$ cat src/rtl/vga_timing_decoder.sv
// vga_timing_decoder: receive-side VGA timing recovery.
// Registers incoming HS/VS/BLANK/RGB, measures line and frame geometry,
// locks after LOCK_FRAMES identical frames and emits pixels with X/Y.
// Optional statistics counters are enabled with `define VGA_DEC_STATS_EN.
module vga_timing_decoder #(
  parameter int unsigned LOCK_FRAMES = 2,
  parameter int unsigned TIMEOUT     = 4096
) (
  input  logic        iCLK,
  input  logic        iRST,
  input  logic        iVGA_HS,
  input  logic        iVGA_VS,
  input  logic        iVGA_BLANK,
  input  logic [9:0]  iVGA_R,
  input  logic [9:0]  iVGA_G,
  input  logic [9:0]  iVGA_B,
  output logic [9:0]  oPix_R,
  output logic [9:0]  oPix_G,
  output logic [9:0]  oPix_B,
  output logic        oPix_Valid,
  output logic [10:0] oPix_X,
  output logic [10:0] oPix_Y,
  output logic        oSOF,
  output logic        oEOL,
  output logic [11:0] oH_Total,
  output logic [11:0] oH_Act,
  output logic [11:0] oV_Total,
  output logic [11:0] oV_Act,
  output logic        oLocked,
  output logic        oErr,
  output logic [15:0] oFrame_Cnt,
  output logic [7:0]  oErr_Cnt
);

  localparam int unsigned TW = $clog2(TIMEOUT + 1);
  localparam logic [TW-1:0] TO_MAX  = TW'(TIMEOUT);
  localparam logic [TW-1:0] TO_FIRE = TW'(TIMEOUT - 1);

  typedef enum logic [1:0] {
    ST_SEARCH  = 2'd0,
    ST_MEASURE = 2'd1,
    ST_VERIFY  = 2'd2,
    ST_LOCKED  = 2'd3
  } state_t;

  // input stage and one-cycle-older copy for edge detection
  logic        s1_hs_q, s1_hs_d, s1_vs_q, s1_vs_d, s1_blank_q, s1_blank_d;
  logic [9:0]  s1_r_q, s1_r_d, s1_g_q, s1_g_d, s1_b_q, s1_b_d;
  logic        prev_hs_q, prev_hs_d, prev_vs_q, prev_vs_d, prev_blank_q, prev_blank_d;

  // measurement
  logic [11:0] h_cnt_q, h_cnt_d, h_act_cnt_q, h_act_cnt_d;
  logic [11:0] v_cnt_q, v_cnt_d, v_act_cnt_q, v_act_cnt_d;
  logic [11:0] h_tot_line_q, h_tot_line_d, h_act_line_q, h_act_line_d;
  logic [TW-1:0] to_cnt_q, to_cnt_d;

  // stored geometry
  logic [11:0] h_tot_s_q, h_tot_s_d, h_act_s_q, h_act_s_d;
  logic [11:0] v_tot_s_q, v_tot_s_d, v_act_s_q, v_act_s_d;

  // control
  state_t      state_q, state_d;
  logic [3:0]  match_q, match_d;
  logic        err_q, err_d;

  // pixel output stage
  logic [9:0]  pix_r_q, pix_r_d, pix_g_q, pix_g_d, pix_b_q, pix_b_d;
  logic        pix_valid_q, pix_valid_d, sof_q, sof_d, eol_q, eol_d;
  logic [10:0] pix_x_q, pix_x_d, pix_y_q, pix_y_d;

  // combinational helpers
  logic        hs_fall, vs_fall, blank_rise, blank_fall;
  logic        h_sat, line_has_act, to_hit, geo_match, store, line_err, frame_err;
  logic [11:0] h_meas, v_meas, v_act_meas;
  logic [3:0]  new_match;

  // input registration and edge detection on the registered copy
  always_comb begin
    s1_hs_d      = iVGA_HS;
    s1_vs_d      = iVGA_VS;
    s1_blank_d   = iVGA_BLANK;
    s1_r_d       = iVGA_R;
    s1_g_d       = iVGA_G;
    s1_b_d       = iVGA_B;
    prev_hs_d    = s1_hs_q;
    prev_vs_d    = s1_vs_q;
    prev_blank_d = s1_blank_q;
    hs_fall      = prev_hs_q & ~s1_hs_q;
    vs_fall      = prev_vs_q & ~s1_vs_q;
    blank_rise   = ~prev_blank_q & s1_blank_q;
    blank_fall   = prev_blank_q & ~s1_blank_q;
  end

  // line/frame measurement counters and sync timeout
  always_comb begin
    h_sat        = (h_cnt_q == '1);
    h_meas       = h_cnt_q + 12'd1;
    h_cnt_d      = hs_fall ? '0 : (h_sat ? h_cnt_q : h_cnt_q + 12'd1);
    h_act_cnt_d  = h_act_cnt_q;
    if (hs_fall) begin
      h_act_cnt_d = {11'd0, s1_blank_q};
    end else if (s1_blank_q && (h_act_cnt_q != '1)) begin
      h_act_cnt_d = h_act_cnt_q + 12'd1;
    end
    line_has_act = hs_fall && (h_act_cnt_q != '0);
    h_tot_line_d = hs_fall ? h_meas : h_tot_line_q;
    h_act_line_d = line_has_act ? h_act_cnt_q : h_act_line_q;
    // frame totals include an HS fall landing in the same cycle as the VS fall
    v_meas       = v_cnt_q + {11'd0, hs_fall && (v_cnt_q != '1)};
    v_act_meas   = v_act_cnt_q + {11'd0, line_has_act && (v_act_cnt_q != '1)};
    v_cnt_d      = vs_fall ? '0 : v_meas;
    v_act_cnt_d  = vs_fall ? '0 : v_act_meas;
    to_hit       = !hs_fall && (to_cnt_q >= TO_FIRE);
    to_cnt_d     = hs_fall ? '0 : ((to_cnt_q >= TO_MAX) ? to_cnt_q : to_cnt_q + 1'b1);
  end

  // lock FSM: next state, match count, geometry store and error pulse
  always_comb begin
    state_d   = state_q;
    match_d   = match_q;
    store     = 1'b0;
    err_d     = 1'b0;
    geo_match = (h_tot_line_d == h_tot_s_q) && (h_act_line_d == h_act_s_q) &&
                (v_meas == v_tot_s_q) && (v_act_meas == v_act_s_q);
    new_match = geo_match ? match_q + 4'd1 : 4'd1;
    line_err  = hs_fall && (h_sat || (h_meas != h_tot_s_q) ||
                ((h_act_cnt_q != '0) && (h_act_cnt_q != h_act_s_q)));
    frame_err = vs_fall && ((v_meas != v_tot_s_q) || (v_act_meas != v_act_s_q));
    if (to_hit) begin
      // a stuck HS keeps the FSM parked in SEARCH; only the entry reports an error
      state_d = ST_SEARCH;
      match_d = '0;
      err_d   = (state_q != ST_SEARCH);
    end else begin
      unique case (state_q)
        ST_SEARCH: begin
          if (vs_fall) state_d = ST_MEASURE;
        end
        ST_MEASURE: begin
          if (vs_fall) begin
            store   = 1'b1;
            match_d = 4'd1;
            state_d = (LOCK_FRAMES <= 1) ? ST_LOCKED : ST_VERIFY;
          end
        end
        ST_VERIFY: begin
          if (vs_fall) begin
            store   = !geo_match;
            match_d = new_match;
            if ({28'd0, new_match} >= LOCK_FRAMES) state_d = ST_LOCKED;
          end
        end
        ST_LOCKED: begin
          if (line_err || frame_err) begin
            state_d = ST_SEARCH;
            match_d = '0;
            err_d   = 1'b1;
          end
        end
        default: state_d = ST_SEARCH;
      endcase
    end
    h_tot_s_d = store ? h_tot_line_d : h_tot_s_q;
    h_act_s_d = store ? h_act_line_d : h_act_s_q;
    v_tot_s_d = store ? v_meas       : v_tot_s_q;
    v_act_s_d = store ? v_act_meas   : v_act_s_q;
  end

  // pixel output stage with recovered coordinates
  always_comb begin
    pix_r_d     = s1_r_q;
    pix_g_d     = s1_g_q;
    pix_b_d     = s1_b_q;
    // gating on the next state drops valid in the same cycle oLocked falls
    pix_valid_d = s1_blank_q && (state_d == ST_LOCKED);
    pix_x_d     = pix_x_q;
    if (blank_rise)      pix_x_d = '0;
    else if (s1_blank_q) pix_x_d = pix_x_q + 11'd1;
    pix_y_d     = pix_y_q;
    if (vs_fall)         pix_y_d = '0;
    else if (blank_fall) pix_y_d = pix_y_q + 11'd1;
    sof_d       = pix_valid_d && (pix_x_d == '0) && (pix_y_d == '0);
    eol_d       = pix_valid_d && (({1'b0, pix_x_d} + 12'd1) == h_act_s_q);
  end

  // state register for all datapath and control flops
  always_ff @(posedge iCLK) begin
    if (iRST) begin
      s1_hs_q      <= 1'b0;
      s1_vs_q      <= 1'b0;
      s1_blank_q   <= 1'b0;
      s1_r_q       <= '0;
      s1_g_q       <= '0;
      s1_b_q       <= '0;
      prev_hs_q    <= 1'b0;
      prev_vs_q    <= 1'b0;
      prev_blank_q <= 1'b0;
      h_cnt_q      <= '0;
      h_act_cnt_q  <= '0;
      v_cnt_q      <= '0;
      v_act_cnt_q  <= '0;
      h_tot_line_q <= '0;
      h_act_line_q <= '0;
      to_cnt_q     <= '0;
      h_tot_s_q    <= '0;
      h_act_s_q    <= '0;
      v_tot_s_q    <= '0;
      v_act_s_q    <= '0;
      state_q      <= ST_SEARCH;
      match_q      <= '0;
      err_q        <= 1'b0;
      pix_r_q      <= '0;
      pix_g_q      <= '0;
      pix_b_q      <= '0;
      pix_valid_q  <= 1'b0;
      pix_x_q      <= '0;
      pix_y_q      <= '0;
      sof_q        <= 1'b0;
      eol_q        <= 1'b0;
    end else begin
      s1_hs_q      <= s1_hs_d;
      s1_vs_q      <= s1_vs_d;
      s1_blank_q   <= s1_blank_d;
      s1_r_q       <= s1_r_d;
      s1_g_q       <= s1_g_d;
      s1_b_q       <= s1_b_d;
      prev_hs_q    <= prev_hs_d;
      prev_vs_q    <= prev_vs_d;
      prev_blank_q <= prev_blank_d;
      h_cnt_q      <= h_cnt_d;
      h_act_cnt_q  <= h_act_cnt_d;
      v_cnt_q      <= v_cnt_d;
      v_act_cnt_q  <= v_act_cnt_d;
      h_tot_line_q <= h_tot_line_d;
      h_act_line_q <= h_act_line_d;
      to_cnt_q     <= to_cnt_d;
      h_tot_s_q    <= h_tot_s_d;
      h_act_s_q    <= h_act_s_d;
      v_tot_s_q    <= v_tot_s_d;
      v_act_s_q    <= v_act_s_d;
      state_q      <= state_d;
      match_q      <= match_d;
      err_q        <= err_d;
      pix_r_q      <= pix_r_d;
      pix_g_q      <= pix_g_d;
      pix_b_q      <= pix_b_d;
      pix_valid_q  <= pix_valid_d;
      pix_x_q      <= pix_x_d;
      pix_y_q      <= pix_y_d;
      sof_q        <= sof_d;
      eol_q        <= eol_d;
    end
  end

`ifdef VGA_DEC_STATS_EN
  logic [15:0] frame_cnt_q, frame_cnt_d;
  logic [7:0]  err_cnt_q, err_cnt_d;

  // locked-frame counter (wrapping) and error counter (saturating)
  always_comb begin
    frame_cnt_d = frame_cnt_q;
    err_cnt_d   = err_cnt_q;
    if (vs_fall && (state_q == ST_LOCKED)) frame_cnt_d = frame_cnt_q + 16'd1;
    if (err_d && (err_cnt_q != '1))        err_cnt_d   = err_cnt_q + 8'd1;
  end

  // statistics registers
  always_ff @(posedge iCLK) begin
    if (iRST) begin
      frame_cnt_q <= '0;
      err_cnt_q   <= '0;
    end else begin
      frame_cnt_q <= frame_cnt_d;
      err_cnt_q   <= err_cnt_d;
    end
  end

  assign oFrame_Cnt = frame_cnt_q;
  assign oErr_Cnt   = err_cnt_q;
`else
  assign oFrame_Cnt = '0;
  assign oErr_Cnt   = '0;
`endif

  assign oPix_R     = pix_r_q;
  assign oPix_G     = pix_g_q;
  assign oPix_B     = pix_b_q;
  assign oPix_Valid = pix_valid_q;
  assign oPix_X     = pix_x_q;
  assign oPix_Y     = pix_y_q;
  assign oSOF       = sof_q;
  assign oEOL       = eol_q;
  assign oH_Total   = h_tot_s_q;
  assign oH_Act     = h_act_s_q;
  assign oV_Total   = v_tot_s_q;
  assign oV_Act     = v_act_s_q;
  assign oLocked    = (state_q == ST_LOCKED);
  assign oErr       = err_q;

endmodule
$ cat config.mk
export PLATFORM = sky130hd
export DESIGN_NAME = vga_timing_decoder
export DESIGN_NICKNAME = d
export VERILOG_FILES = /design/src/rtl/vga_timing_decoder.sv
export SDC_FILE = /design/constraint.sdc
export NUM_CORES = 1
export LEC_CHECK = 0
export BUFFER_PORTS_ARGS = -buffer_cell sky130_fd_sc_hd__buf_4
export CORE_MARGIN = 2
export CORE_UTILIZATION = 45
export CTS_BUF_LIST = sky130_fd_sc_hd__clkbuf_8
export DETAILED_ROUTE_END_ITERATION = 8
export PLACE_DENSITY_LB_ADDON = 0.08
export SLEW_MARGIN = 20
export SYNTH_ARGS = -nofsm -noshare
export SYNTH_HDL_FRONTEND = slang
export SYNTH_SLANG_ARGS = --single-unit
export TNS_END_PERCENT = 10
$ cat constraint.sdc
create_clock -name iCLK -period 6 [get_ports iCLK]
set_input_delay 1.8 -clock iCLK [delete_from_list [all_inputs] [get_ports iCLK]]
set_output_delay 1.8 -clock iCLK [all_outputs]
set_load 0.005 [all_outputs]
# Word level (Yosys, flattened, before mapping)
# Cells that the tools add are included.
[totals]
elab_cells = 131
input_bits = 35
register_bits = 231
out_inout_bits = 129
[op_classes]
mux = 27
order_cmp = 3
eq_ne = 20
n_bitwise = 8
n_reduce_logical = 32
add_sub_neg = 9
[ops]
columns = ["operator", "count"]
rows = [
  ["$eq A12 B12 Y1", 5],
  ["$ne A12 B12 Y1", 4],
  ["$mux W11", 4],
  ["$ne A12 B12 Y1 const B", 3],
  ["$add A12 B1 Y12", 2],
  ["$add A12 B1 Y12 const B", 2],
  ["$mux W12", 2],
  ["$add A11 B1 Y11 const B", 2],
  ["$logic_not A11 Y1", 2],
  ["$mux W4", 4],
  ["$logic_and A1 B1 Y1", 15],
  ["$add A13 B1 Y13 const B", 1],
  ["$ge A13 B12 Y1 const B", 1],
  ["$ge A13 B13 Y1 const B", 1],
  ["$add A11 B1 Y12 const B", 1],
  ["$eq A12 B12 Y1 const B", 1],
  ["$mux W2", 6],
  ["$pmux W4 S3", 1],
  ["$reduce_bool A12 Y1", 1],
  ["$mux W1", 8],
  ["$pmux W2 S4", 1],
  ["$eq A2 B2 Y1 const B", 3],
  ["$reduce_or A2 Y1", 3],
  ["$add A4 B1 Y4 const B", 1],
  ["other kinds (13)", 25],
]

# Longest topological paths before layout
[logic_depth]
word_depth = 18
depth_mapped = 19
ltp_nobuf = 16

# Worst setup path after synthesis
# OpenSTA, ideal clock, no wires.
[synth_timing]
path_kind = "register -> register"
start = "reg h_act_cnt_q[1]"
end = "reg h_act_s_q[10] (netlist: oH_Act[10])"
setup_ns = 0.123
arrival_time_ns = 4.772
n_path_buf = 3
path_slack_ns = 1.105
required_ns = 5.877
period_less_slack_ns = 4.895
stages_incl_launch_ff = 20
cell_sequence = "dfxtp_1 > inv_1 > ha_1 > or4b_4 > o31ai_4 > clkbuf_1 > nor2_1 > ha_1 > ha_1 > xnor2_1 > xnor2_1 > a2111oi_2 > nand4_1 > nor4_1 > nand3_1 > nor4_4 > or2_1 > buf_4 > buf_6 > mux2_1"
[synth_via]
elab_chain_len = 11
elab_cells_between_ends = 14
cone_classes = "add/sub: 1; eq/ne: 2; mux: 4; reduce/logical: 7"
[synth_rtl]
columns = ["element", "line", "text"]
rows = [
  ["from (decl)", "52", "logic [11:0] h_cnt_q, h_cnt_d, h_act_cnt_q, h_act_cnt_d;"],
  ["from (signal assigned)", "231", "h_act_cnt_q <= h_act_cnt_d;"],
  ["parallel branches: the longest is 11 deep, another holds $add A12 B1 Y12", "-", ""],
  ["to (signal assigned)", "238", "h_act_s_q <= h_act_s_d;"],
  ["to (decl)", "58", "logic [11:0] h_tot_s_q, h_tot_s_d, h_act_s_q, h_act_s_d;"],
]
# Parallel ways; which one is timed is not known.
# A chain may end at the register's enable or synchronous reset.

# Worst setup path after layout
[layout_timing]
start = "reg h_act_cnt_q[1]"
end = "reg h_act_s_q[0] (netlist: oH_Act[0])"
# Same word-level chain as after synthesis.

==> impl_metrics.tcl <==
set metrics [dict create \
    cts_hold_repair.buffers 0 \
    yosys_warnings 0 \
    cts_resized 0 \
    die_w_um 164 \
    synth_most_common_cell "dfxtp_1" \
    netlist_area_mm2 0.0115 \
    grtUsageTotal_pct 22.2 \
    cts_buffers 40 \
    hold-path-endpoint "oPix_G[8]$_SDFF_PP0_" \
    worst_hold_startpoint "pix_g_d[8]$_SDFF_PP0_" \
    hpwl_um 21700 \
    gp_congestion 0.918 \
    hold_viol 0 \
    multiInputGateArea_mm2 0.00628 \
    async_flop_share_pct 0 \
    overflow 0 \
    grt_max_degree 91 \
    post-cts-setup-buffer-count 0 \
    clock_sinks 231 \
    synth_edf_count 0 \
    layout_setup_ws_ns 0.495 \
    synth.area.top_cells "dfxtp_1 40%, xnor2_1 6.2%, nor2b_1 5.2%" \
    dieArea_mm2 0.0268 \
    fin_total_pwr_mw 3.27 \
    grt_pass1_wl_um 47700 \
    ys_ff_latch 231 \
    reg2reg_depth 17 \
    synth_flop_cell "dfxtp_1" \
    cts.clk_slew.worst_paths_ns 0.06 \
    rows 58 \
    fmax_ghz 0.182 \
    antenna_found_initial 0 \
    cts.htree.levels 2 \
    switchingPower_mw 0.773 \
    critPathKind "reg -> reg" \
    num_io_pins 164 \
    p_int_mw 2.50 \
    ys_types 80 \
    wirelength_um 30300 \
    ys_top_cells_by_count "231 x dfxtp_1, 142 x nor2_1, 95 x nor2b_1" \
    start_util_pct 45.6 \
    cp-end-kind "register" \
    leakagePower_nw 5.34 \
    reg2reg_setup_slack_ns 0.49 \
    seq_power_share_pct 48.4 \
    synthCells 1292 \
    post-route-min-period_ns 5.51 \
    drc_errors 0 \
    p_per_area_mw_per_mm2 243 \
    combPwrFrac_pct 5.6 \
    root_buffer "clkbuf_8" \
    required_ns 6.43 \
    maxSlewHeadroom_pct 36.1 \
    avgRoutedWirePerCell_um 17.2 \
    fin_nets 1464 \
    max-cap-violations 0 \
    tightestPinTransition_ns 0.959 \
    r2r-end "oH_Act[0]$_SDFFE_PP0P_" \
    clockPowerShare_pct 46.0 \
    drive_gt1_share_pct 17.9 \
    utilization_pct 53.5 \
    startpoint "h_act_cnt_q[1]$_SDFFE_PP0P_" \
    die_h_um 164 \
    drv_slew 0 \
    num_vias 9536 \
    synth_top_area_cell "dfxtp_1" \
    slowest_delay_ns 0.59 \
    tritoncts "yes" \
    cp_common_cell "ha_1" \
    setup_tns_ns 0 \
    syn_to_final_growth_pct 17.3 \
    pre_cts_slack_ns 0.546 \
    finalClockSkew_ns 0.0169 \
    clockBufferDepth 3 \
    netSwitchingFraction_pct 23.6 \
    drt_iter0_drc 745 \
    cpMaxStageDelayCell "nor4_4" \
    synth_area_per_cell_um2 8.87 \
    outcome "finished clean" \
    clock_latency_ns 0.55 \
    r2r-start "h_act_cnt_q[1]$_SDFFE_PP0P_" \
    cp.arrival_ns 5.93 \
    numPortBuffers 139 \
    rsz0062_at_grt "no" \
    holdPathStages 1 \
    period_share_pct 91.8 \
    synth_top_area_share_pct 40.4 \
    fp.coreArea_mm2 0.0251 \
    ys_seq_area_share_pct 40.4 \
    final-seq-area_mm2 0.00462 \
    vias_per_cell 5.41 \
    setup_viol 0 \
    grt_pass1_vias 8976 \
    cp-start-kind "register" \
    min_path_type "reg -> reg" \
    crit_fanout 24 \
    num_antenna_cells 0 \
    crit_chain "inv_1 > ha_1 > or4b_4 > o31ai_4 > nor2_1 > ha_1 > ha_1 > xnor2_1 > xnor2_1 > a2111oi_2 > nand4_1 > nor4_1 > nand3_1 > nor4_4 > or2_1 > buf_4 > mux2_2" \
    dr.pass1.iters 5 \
    ant_nets 0 \
    n_fill_cell 2431 \
    ir_worst_vdd_uv 152 \
]
-- logic make-up after synthesis --
group | count (synthesis) | synth area share, %
adder cells (fa/ha/maj) | 21 | 2.29
flip-flops | 231 | 40.4
AND/OR/NAND/NOR | 520 | 24.6
AO/OA/AOI/OAI | 217 | 14.0
other | 1 | 0.0327
buffers and inverters | 140 | 5.63
XOR/XNOR | 127 | 9.83
multiplexers | 35 | 3.33
-- state kept, by name, summed over array words and instances (netlist names), 11 cells and up --
signal        flops
h_act_line_q     12
v_cnt_q          12
v_act_cnt_q      12
oPix_X           11
oPix_Y           11
oV_Act           12
oH_Total         12
to_cnt_q         13
oV_Total         12
h_act_cnt_q      12
h_tot_line_q     12
oH_Act           12
h_cnt_q          12
-- power by group through the flow --
stage               Clock, mW  Combinational, mW  Sequential, mW
floorplan                   0              0.131            1.61
global placement            0              0.183            1.61
detailed placement          0              0.184            1.61
CTS                      1.55              0.185            1.58
finish                   1.51              0.184            1.58
global route             1.62              0.203            1.58
-- layer usage --
layer / share of wire [%] / vias up / GRT usage [%] / wire (µm)
li1: - / 4704 / - / -
met1: 45 / 4479 / 29.5 / 13600
met2: 45 / 286 / 35.5 / 13700
met3: 6.7 / 67 / 4.93 / 2030
met4: 3.0 / 0 / 7.89 / 904
met5: 0 / - / 0 / 0
-- per-stage QoR --
stage / hold slack, ns / std cells / instance area (µm²)
after CTS: 0.428 / 1764 / 13400
after global routing: 0.449 / 1764 / 13400
after floorplan: 0.414 / 1315 / 11500
after global placement: 0.416 / 1696 / 12600
final: 0.435 / 1764 / 13400
after detailed placement: 0.424 / 1696 / 12600
-- worst max-delay path, delay by kind of cell, from the launching register on --
kind	cells	cell delay [ns]
adders and majority gates	3	0.63
and+or+nand+nor	7	2.31
buffers and inverters	2	0.46
xor gates and xnor gates	2	0.46
AOI/OAI and AO/OA	2	0.73
muxes	1	0.38
DFF	1	0.39
-- layout make-up --
| type | instances | area share [%] |
|---|---|---|
| clock inverter | 17 | 1.10 |
| sequential | 231 | 34.4 |
| timing repair buffer | 148 | 8.27 |
| tap | 330 | 3.07 |
| clock buffer | 51 | 5.22 |
| multi-input combinational | 944 | 46.7 |
| inverter | 43 | 1.20 |
-- layout by cell type, fill, tap and decap left out, types with 6 or more instances in the layout --
cell         n
xor2_1      45
o21ba_2     16
mux2i_1     10
nand2_1     49
or3_1       11
clkbuf_8    51
nor4_1      23
a211oi_1    27
conb_1      24
nor2_1     142
dfxtp_1    231
and3_1      14
nand3_1     42
a31oi_1     15
and2_1       9
a21oi_1     33
buf_4      148
and4_1       6
o31ai_1      7
nand2b_1    26
inv_1       50
or4_1       12
xnor2_1     81
mux2_1      20
nor3_1      27
o2111ai_1   10
nand4_1     26
nor2b_1     94
a22oi_1      7
o21a_1       6
ha_1        21
o21ai_0     33
o32ai_1      7
-- worst max path at each step --
stage / slack, ns / to
floorplan: 1.10 / oH_Act[10]$_SDFFE_PP0P_
global placement: 0.73 / oH_Act[1]$_SDFFE_PP0P_
detailed placement: 0.55 / oH_Act[0]$_SDFFE_PP0P_
CTS: 0.53 / oH_Act[0]$_SDFFE_PP0P_
global route: 0.08 / oH_Act[10]$_SDFFE_PP0P_
finish: 0.49 / oH_Act[0]$_SDFFE_PP0P_
No activity file was read; power rests on OpenSTA's default activity.
